File: src/rtl/output_writeback_buffer_pkg.sv
// Shared definitions for the output write-back buffer, the conv core and benches.
//   config_t          : geometry/width bundle for one output layer
//   wb_state_e        : write-back FSM states
//   wb_total()        : number of results in one layer (W*H*C)
//   wb_clog2_min1()   : tag/address width helper, never returns 0
//   wb_addr_w()       : address width for a W*H*C map
package output_writeback_buffer_pkg;

  typedef struct packed {
    int DATA_WIDTH;
    int FEATURE_MAP_WIDTH;
    int FEATURE_MAP_HEIGHT;
    int OUTPUT_NB_CHANNELS;
  } config_t;

  localparam config_t DEFAULT_CFG = '{
    DATA_WIDTH:         16,
    FEATURE_MAP_WIDTH:  128,
    FEATURE_MAP_HEIGHT: 128,
    OUTPUT_NB_CHANNELS: 2
  };

  typedef enum logic [1:0] {
    IDLE    = 2'd0,
    COLLECT = 2'd1,
    DRAIN   = 2'd2,
    DONE    = 2'd3
  } wb_state_e;

  function automatic int wb_total(input int w, input int h, input int c);
    return w * h * c;
  endfunction

  // A single-valued tag still needs a 1-bit port.
  function automatic int wb_clog2_min1(input int n);
    return (n <= 1) ? 1 : $clog2(n);
  endfunction

  function automatic int wb_addr_w(input int w, input int h, input int c);
    return wb_clog2_min1(w * h * c);
  endfunction

endpackage

File: src/rtl/output_writeback_buffer_fifo.sv
// wb_fifo: synchronous FIFO with registered storage, read data taken from the
// head entry. Full/empty use one extra pointer bit; pointers wrap modulo DEPTH.
// Storage is cleared on reset so the head word reads zero out of reset.
// Push while full is only legal together with a pop (head is read before the
// same-edge overwrite). Pop while empty is not allowed.
//   clk, rst            : clock, synchronous active-high reset
//   i_push, i_data      : write request and word
//   i_pop               : remove head entry
//   o_data              : head entry
//   o_full, o_empty     : occupancy flags
module wb_fifo #(
  parameter int WIDTH = 8,
  parameter int DEPTH = 8
) (
  input  logic             clk,
  input  logic             rst,
  input  logic             i_push,
  input  logic [WIDTH-1:0] i_data,
  input  logic             i_pop,
  output logic [WIDTH-1:0] o_data,
  output logic             o_full,
  output logic             o_empty
);

  localparam int PW = $clog2(DEPTH);

  logic [WIDTH-1:0] r_mem [DEPTH];
  logic [PW:0]      r_wr_ptr;
  logic [PW:0]      r_rd_ptr;

  always_ff @(posedge clk) begin
    if (rst) begin
      for (int i = 0; i < DEPTH; i++) r_mem[i] <= '0;
      r_wr_ptr <= '0;
      r_rd_ptr <= '0;
    end else begin
      if (i_push) begin
        r_mem[r_wr_ptr[PW-1:0]] <= i_data;
        r_wr_ptr                <= r_wr_ptr + 1'b1;
      end
      if (i_pop) r_rd_ptr <= r_rd_ptr + 1'b1;
    end
  end

  assign o_data  = r_mem[r_rd_ptr[PW-1:0]];
  assign o_empty = (r_wr_ptr == r_rd_ptr);
  assign o_full  = (r_wr_ptr[PW] != r_rd_ptr[PW]) &&
                   (r_wr_ptr[PW-1:0] == r_rd_ptr[PW-1:0]);

endmodule

File: src/rtl/output_writeback_buffer.sv
// output_writeback_buffer: takes the conv core's result stream (no
// backpressure), linearises x/y/ch tags to addr = (ch*H + y)*W + x, buffers
// {addr,data} in wb_fifo and writes them to the output feature-map memory.
// Counts results per layer, flags any dropped result, reports layer done.
//
// Build option: OUTPUT_WB_RELU_EN -- when defined, negative results are
// stored as 0 (fused ReLU); otherwise data passes through unchanged.
//
// Handshake on the memory port: a write transfers on every edge where
// mem_valid and mem_ready are both 1; while mem_valid=1 and mem_ready=0 the
// request (mem_addr/mem_data) holds. The input side has no ready: a result
// that cannot be queued is lost and sets err.
//
// Ports:
//   clk, rst                    : clock, synchronous active-high reset
//   start                       : begin new layer (from IDLE/DONE)
//   in_data/in_valid            : result word and strobe
//   in_x/in_y/in_ch             : coordinate tags
//   mem_addr/mem_data/mem_valid : memory write request
//   mem_ready                   : memory accepts request
//   count                       : results seen since start
//   done                        : all results written (level)
//   err                         : sticky drop flag
//   dbg_state                   : FSM state for debug/checkers
module output_writeback_buffer
  import output_writeback_buffer_pkg::*;
#(
  parameter int DATA_WIDTH         = DEFAULT_CFG.DATA_WIDTH,
  parameter int FEATURE_MAP_WIDTH  = DEFAULT_CFG.FEATURE_MAP_WIDTH,
  parameter int FEATURE_MAP_HEIGHT = DEFAULT_CFG.FEATURE_MAP_HEIGHT,
  parameter int OUTPUT_NB_CHANNELS = DEFAULT_CFG.OUTPUT_NB_CHANNELS,
  parameter int FIFO_DEPTH         = 8,
  localparam int X_W    = wb_clog2_min1(FEATURE_MAP_WIDTH),
  localparam int Y_W    = wb_clog2_min1(FEATURE_MAP_HEIGHT),
  localparam int CH_W   = wb_clog2_min1(OUTPUT_NB_CHANNELS),
  localparam int ADDR_W = wb_addr_w(FEATURE_MAP_WIDTH, FEATURE_MAP_HEIGHT, OUTPUT_NB_CHANNELS)
) (
  input  logic                  clk,
  input  logic                  rst,
  input  logic                  start,
  input  logic [DATA_WIDTH-1:0] in_data,
  input  logic                  in_valid,
  input  logic [X_W-1:0]        in_x,
  input  logic [Y_W-1:0]        in_y,
  input  logic [CH_W-1:0]       in_ch,
  output logic [ADDR_W-1:0]     mem_addr,
  output logic [DATA_WIDTH-1:0] mem_data,
  output logic                  mem_valid,
  input  logic                  mem_ready,
  output logic [ADDR_W:0]       count,
  output logic                  done,
  output logic                  err,
  output wb_state_e             dbg_state
);

  localparam int TOTAL = wb_total(FEATURE_MAP_WIDTH, FEATURE_MAP_HEIGHT, OUTPUT_NB_CHANNELS);
  localparam logic [ADDR_W:0] LAST_COUNT = (ADDR_W+1)'(TOTAL - 1);
  localparam int FW = ADDR_W + DATA_WIDTH;

  wb_state_e             r_state;
  wb_state_e             w_next_state;
  logic [ADDR_W:0]       r_count;
  logic                  r_err;

  logic                  w_full;
  logic                  w_empty;
  logic                  w_push;
  logic                  w_pop;
  logic                  w_drop;
  logic                  w_collect;
  logic                  w_take_start;
  logic                  w_last;
  logic [ADDR_W-1:0]     w_addr;
  logic [DATA_WIDTH-1:0] w_data;
  logic [FW-1:0]         w_head;

  assign w_collect    = (r_state == COLLECT);
  assign w_take_start = start && (r_state == IDLE || r_state == DONE);
  assign w_pop        = !w_empty && mem_ready;
  // A full FIFO still takes a result when the head leaves on the same edge.
  assign w_push       = in_valid && w_collect && (!w_full || w_pop);
  // Covers both a full FIFO in COLLECT and a stray result in any other state.
  assign w_drop       = in_valid && !w_push;
  assign w_last       = in_valid && w_collect && (r_count == LAST_COUNT);

  assign w_addr = ADDR_W'((ADDR_W'(in_ch) * ADDR_W'(FEATURE_MAP_HEIGHT) + ADDR_W'(in_y))
                          * ADDR_W'(FEATURE_MAP_WIDTH) + ADDR_W'(in_x));

`ifdef OUTPUT_WB_RELU_EN
  assign w_data = in_data[DATA_WIDTH-1] ? '0 : in_data;
`else
  assign w_data = in_data;
`endif

  wb_fifo #(
    .WIDTH (FW),
    .DEPTH (FIFO_DEPTH)
  ) u_fifo (
    .clk     (clk),
    .rst     (rst),
    .i_push  (w_push),
    .i_data  ({w_addr, w_data}),
    .i_pop   (w_pop),
    .o_data  (w_head),
    .o_full  (w_full),
    .o_empty (w_empty)
  );

  always_ff @(posedge clk) begin
    if (rst) r_state <= IDLE;
    else     r_state <= w_next_state;
  end

  always_comb begin
    w_next_state = r_state;
    case (r_state)
      IDLE:    if (start)   w_next_state = COLLECT;
      COLLECT: if (w_last)  w_next_state = DRAIN;
      DRAIN:   if (w_empty) w_next_state = DONE;
      DONE:    if (start)   w_next_state = COLLECT;
      default:              w_next_state = IDLE;
    endcase
  end

  // count tracks the core's output, so dropped results still advance it.
  always_ff @(posedge clk) begin
    if (rst) begin
      r_count <= '0;
      r_err   <= 1'b0;
    end else if (w_take_start) begin
      r_count <= '0;
      r_err   <= 1'b0;
    end else begin
      if (in_valid && w_collect) r_count <= r_count + 1'b1;
      if (w_drop)                r_err   <= 1'b1;
    end
  end

  assign mem_valid = !w_empty;
  assign mem_addr  = w_head[FW-1 -: ADDR_W];
  assign mem_data  = w_head[DATA_WIDTH-1:0];
  assign count     = r_count;
  assign err       = r_err;
  assign done      = (r_state == DONE);
  assign dbg_state = r_state;

endmodule

File: config.mk
export PLATFORM = sky130hd
export DESIGN_NAME = output_writeback_buffer
export DESIGN_NICKNAME = d
export VERILOG_FILES = /design/src/rtl/output_writeback_buffer_pkg.sv /design/src/rtl/output_writeback_buffer_fifo.sv /design/src/rtl/output_writeback_buffer.sv
export SDC_FILE = /design/constraint.sdc
export NUM_CORES = 1
export LEC_CHECK = 0
export BUFFER_PORTS_ARGS = -buffer_cell sky130_fd_sc_hd__clkbuf_2
export CAP_MARGIN = 25
export CORE_MARGIN = 5
export CORE_UTILIZATION = 56
export CTS_CLUSTER_SIZE = 40
export DETAILED_ROUTE_END_ITERATION = 8
export PLACE_DENSITY = 0.83
export SLEW_MARGIN = 10
export SYNTH_ARGS = -nofsm -noshare
export SYNTH_HDL_FRONTEND = slang
export SYNTH_SLANG_ARGS = --single-unit
File: constraint.sdc
create_clock -name clk -period 8.1 [get_ports clk]
set_clock_uncertainty 0.05 [all_clocks]
set_input_delay 0.81 -clock clk [delete_from_list [all_inputs] [get_ports clk]]
set_output_delay 0.81 -clock clk [all_outputs]
set_load 0.02 [all_outputs]
# Word-level counts from Yosys, hierarchy flattened
# Memory sizes are Yosys's and may differ from the RTL's. A register that Yosys moved wholly into a read port is not among the register bits.
# Index checks and enable logic that the tools add are counted.
# totals
reg_bits	27
ram_bits	248
elab_cells	52
mem_count	1
# mem_list
name	words	width	read_ports	rd_clocked_by_memory_dff	write_ports	line	source
u_fifo.r_mem	8	31	1	1	8	output_writeback_buffer_fifo.sv:27	logic [WIDTH-1:0] r_mem [DEPTH];
# classes
addsub	5
eq_ne	10
muxes	14
reduce_logical	17
# ops
op	count
31-bit two-way mux	1
31-bit OR reduction	1
16-bit by 1-bit adder with 16-bit output (second input constant)	1
16-bit by 15-bit == test with 1-bit output (second input constant)	1
15-bit by 7-bit adder with 15-bit output	1
3-bit two-way mux	3
4-bit by 1-bit adder with 4-bit output (second input constant)	2
8-bit by 7-bit adder with 8-bit output	1
1-bit logical AND	7
1-bit two-way mux	6
2-bit two-way mux	3
2-bit one-hot mux with 3 select lines	1
2-bit == test (second input constant)	2
4-bit == test	1
2-bit by 1-bit inequality test with 1-bit output (second input constant)	2
2-bit OR reduction	2
3-bit == test	1
1-bit zero test	3
3-bit AND reduction	1
2-bit by 1-bit == test with 1-bit output (second input constant)	1
2-bit zero test	1
1-bit logical OR	2
2-bit inequality test (second input constant)	1
1-bit inequality test	1

# Depth between registers and ports, before layout
# depth
word_depth	10
ltp_mapped	8
depth_no_buf	7

# By module
# From an unflattened synthesis, not the netlist that was laid out.
# hier_totals
cells_unflattened	805
area_unflattened_um2	12732.2
# by_module_without_submodules
mod	instances	cells_each	area_each_um2
wb_fifo	1	696	11785.1
output_writeback_buffer	1	109	947.2

# Worst setup path after synthesis
# OpenSTA, ideal clock, no wires.
# synth_path
kind	register -> register
from	register r_state[0] (netlist: dbg_state[0])
to	memory u_fifo.r_mem[7][0] (netlist name) (enable)
arrival_time_ns	3.496
required_time_ns	7.588
path_slack_ns	4.092
path_stages_with_launch	6
n_path_buf	1
path_cell_list	dfxtp_1 > ha_1 > and2_4 > buf_2 > o21ai_0 > o21ai_0
# synth_lines
element	line	source
start: declaration	output_writeback_buffer.sv:60	wb_state_e r_state;
start signal: assignment	output_writeback_buffer.sv:111	else r_state <= w_next_state;
end: declaration	output_writeback_buffer_fifo.sv:27	

==> flow_metrics.env <==
export IMPL_outcome="finished clean"
export IMPL_ios=88
export IMPL_min_period_ns=3.85
export IMPL_core_um2=21900
export IMPL_synth_edf_count=248
export IMPL_required_ns=7.24
export IMPL_grt_max_degree=63
export IMPL_ir_drop_uv=134
export IMPL_gp_congestion=0.746
export IMPL_ant_nets=0
export IMPL_routed_wl_mm=25.2
export IMPL_drtPass1Iterations=5
export IMPL_postCtsSetupBuffers=0
export IMPL_start_kind="register"
export IMPL_p_leak_nw=5.19
export IMPL_antenna_found_initial=0
export IMPL_p_per_area_nw_per_um2=255
export IMPL_drv_cap=0
export IMPL_grt_pass1_vias=7182
export IMPL_h_tree_depth=1
export IMPL_cts_tree="yes"
export IMPL_synth_nets=851
export IMPL_fin_crit_sh_pct=47.6
export IMPL_crit_path_cell_trace="buf_4, mux4_2, mux2_2, clkbuf_2"
export IMPL_slew_viol_final=0
export IMPL_rows=54
export IMPL_slowest_delay_ns=0.75
export IMPL_die_area_um2=25300
export IMPL_insertion_delay_ns=0.53
export IMPL_ys_seq_area_share_pct=64.6
export IMPL_critPathBufInv=2
export IMPL_overflow=0
export IMPL_yosysWarnings=0
export IMPL_start_util_pct=56.9
export IMPL_endpoint_kind="output pin"
export IMPL_die_y_um=159
export IMPL_clkTransAtPathRegs_ns=0.06
export IMPL_power_mw=3.60
export IMPL_syn_area_per_cell_um2=15.4
export IMPL_nFillCells=1541
export IMPL_n_antenna_cell=0
export IMPL_drt_vias_per_instance=5.64
export IMPL_critPathTopFamily="buffers and inverters"
export IMPL_dp_hpwl_mm=15.3
export IMPL_rsz0062_at_grt="false"
export IMPL_num_vias=6741
export IMPL_regArea_um2=8050
export IMPL_path_max_fanout=42
export IMPL_drive_gt1_share_pct=28.5
export IMPL_maxSlewHeadroom_pct=34.3
export IMPL_die_width_um=159
export IMPL_worstSetupPathType="reg -> out"
export IMPL_drc_errors=0
export IMPL_slowest_stage="buf_4"
export IMPL_syn2layout_area_growth_pct=13.1
export IMPL_setup_viol=0
export IMPL_min_path_type="reg -> reg"
export IMPL_io_buffers=87
export IMPL_synth_seq_cells=278
export IMPL_cts_max_path_buffers=3
export IMPL_grt_pass1_wl_mm=40.0
export IMPL_grt_usage_pct=19.9
export IMPL_cts_buffers=27
export IMPL_hold_violations=0
export IMPL_multi_input_area_um2=4280
export IMPL_fin_hold_ws_ns=0.420
export IMPL_clock_sinks=278
export IMPL_async_reset_ff_share_pct=0
export IMPL_final_nets=936
export IMPL_post_drt_wl_per_cell_um=21.1
export IMPL_ys_flop_type="edfxtp_1"
export IMPL_syn_instance_count=809
export IMPL_critPathArrivalTime_ns=2.99
export IMPL_postCtsHoldBufs=0
export IMPL_syn_cell_area_um2=12500
export IMPL_worstMarginPinSlew_ns=0.986
export IMPL_tns_ns=0
export IMPL_drt_iter0_markers=574
export IMPL_yosysUniqueCellTypes=43
export IMPL_fmax_mhz=260
export IMPL_cts_resized=0
export IMPL_ctsRootBufferMaster="clkbuf_16"
## state kept, by name (all words and copies together) (netlist names), named ones only
name / flops
count: 16
u_fifo.r_rd_ptr: 4
u_fifo.r_mem: 248
u_fifo.r_wr_ptr: 4
dbg_state: 2
err: 1
## where the power goes
group / total [mW] / switching (mW) / internal [mW]
clock: 1.18 / 0.501 / 0.675
sequential: 1.71 / 0.0633 / 1.64
combinational: 0.716 / 0.386 / 0.330
## cells in the mapped netlist, types with 2 or more instances
master | instances | area [um2]
o21ai_0 | 10 | 50.1
inv_1 | 6 | 22.5
mux4_2 | 62 | 1400
or3_2 | 2 | 15.0
nand3_1 | 7 | 35.0
nor3_1 | 5 | 25.0
or2_2 | 2 | 12.5
and3_1 | 4 | 25.0
buf_2 | 12 | 60.1
nand3_2 | 2 | 20.0
mux2_2 | 31 | 349
clkbuf_1 | 32 | 120
nand2_1 | 13 | 48.8
nor4_2 | 2 | 25.0
ha_1 | 6 | 75.1
xnor2_1 | 14 | 123
nand4_1 | 4 | 25.0
nor2_1 | 32 | 120
xor2_1 | 8 | 70.1
or3_1 | 2 | 12.5
dfxtp_1 | 30 | 601
edfxtp_1 | 248 | 7450
a21oi_1 | 8 | 40.0
and2_1 | 248 | 1550
## metrics by stage
stage	cells	worst slack [ns]	area, um2	util, %
after floorplan	809	4.09	12500	-
after global placement	1145	4.52	13300	60.6
after detailed placement	1145	4.41	13300	60.6
after CTS	1195	4.14	14100	64.4
after global routing	1195	3.98	14100	64.4
final	1195	4.25	14100	64.4
## routing by layer
metal	vias to the layer above	part of all wire (%)	track usage (%)
met5	-	0	0
met1	3375	39	25.6
met2	204	54	35.9
met4	0	1.6	4.27
li1	3135	-	-
met3	27	5.9	3.13
## placed cells by master (no fill, tap or decap), types with 5 or more instances in the layout
cell       instances
and2_1           248
edfxtp_1         248
clkbuf_2          87
mux4_2            62
mux2_2            31
clkbuf_16         27
dfxtp_1           27
nor2_1            26
buf_4             16
xnor2_1           14
nand2_1           13
a21oi_1            8
clkinv_1           8
xor2_1             8
nand3_1            7
clkbuf_1           7
inv_1              6
o21ai_4            6
nor2_2             6
ha_1               6
nor3_1             5
clkinv_2           5
## tightest hold or removal path: stages (launching register included)
cell     delay (ns)
dfxtp_1        0.33
a21oi_1        0.04
nor2_1         0.07
## final timing paths
check,slack (ns),startpoint,cells after the start,to
min reg2reg,0.42,err,2,err
max reg2reg,5.20,u_fifo.r_wr_ptr[1],6,u_fifo.r_mem[1][5]
max,4.25,register,4,mem_addr[4]
min,0.42,err,2,err
## area by class of cell
class                      count  area share [%]
sequential                   278            57.2
timing repair buffer         103            3.94
clock buffer                  34            4.98
tap                          280            2.49
clock inverter                16           0.888
multi-input combinational    477            30.4
inverter                       7           0.186
## cell families after synthesis
family,Yosys count,synth area share (%)
multiplexers,94,14.1
flip-flops,278,64.6
AO/OA/AOI/OAI,26,1.46
buffers and inverters,54,1.85
XOR/XNOR,22,1.55
AND/OR/NAND/NOR,329,15.8
adder cells (fa/ha/maj),6,0.603
No activity file was read; power rests on OpenSTA's default activity.
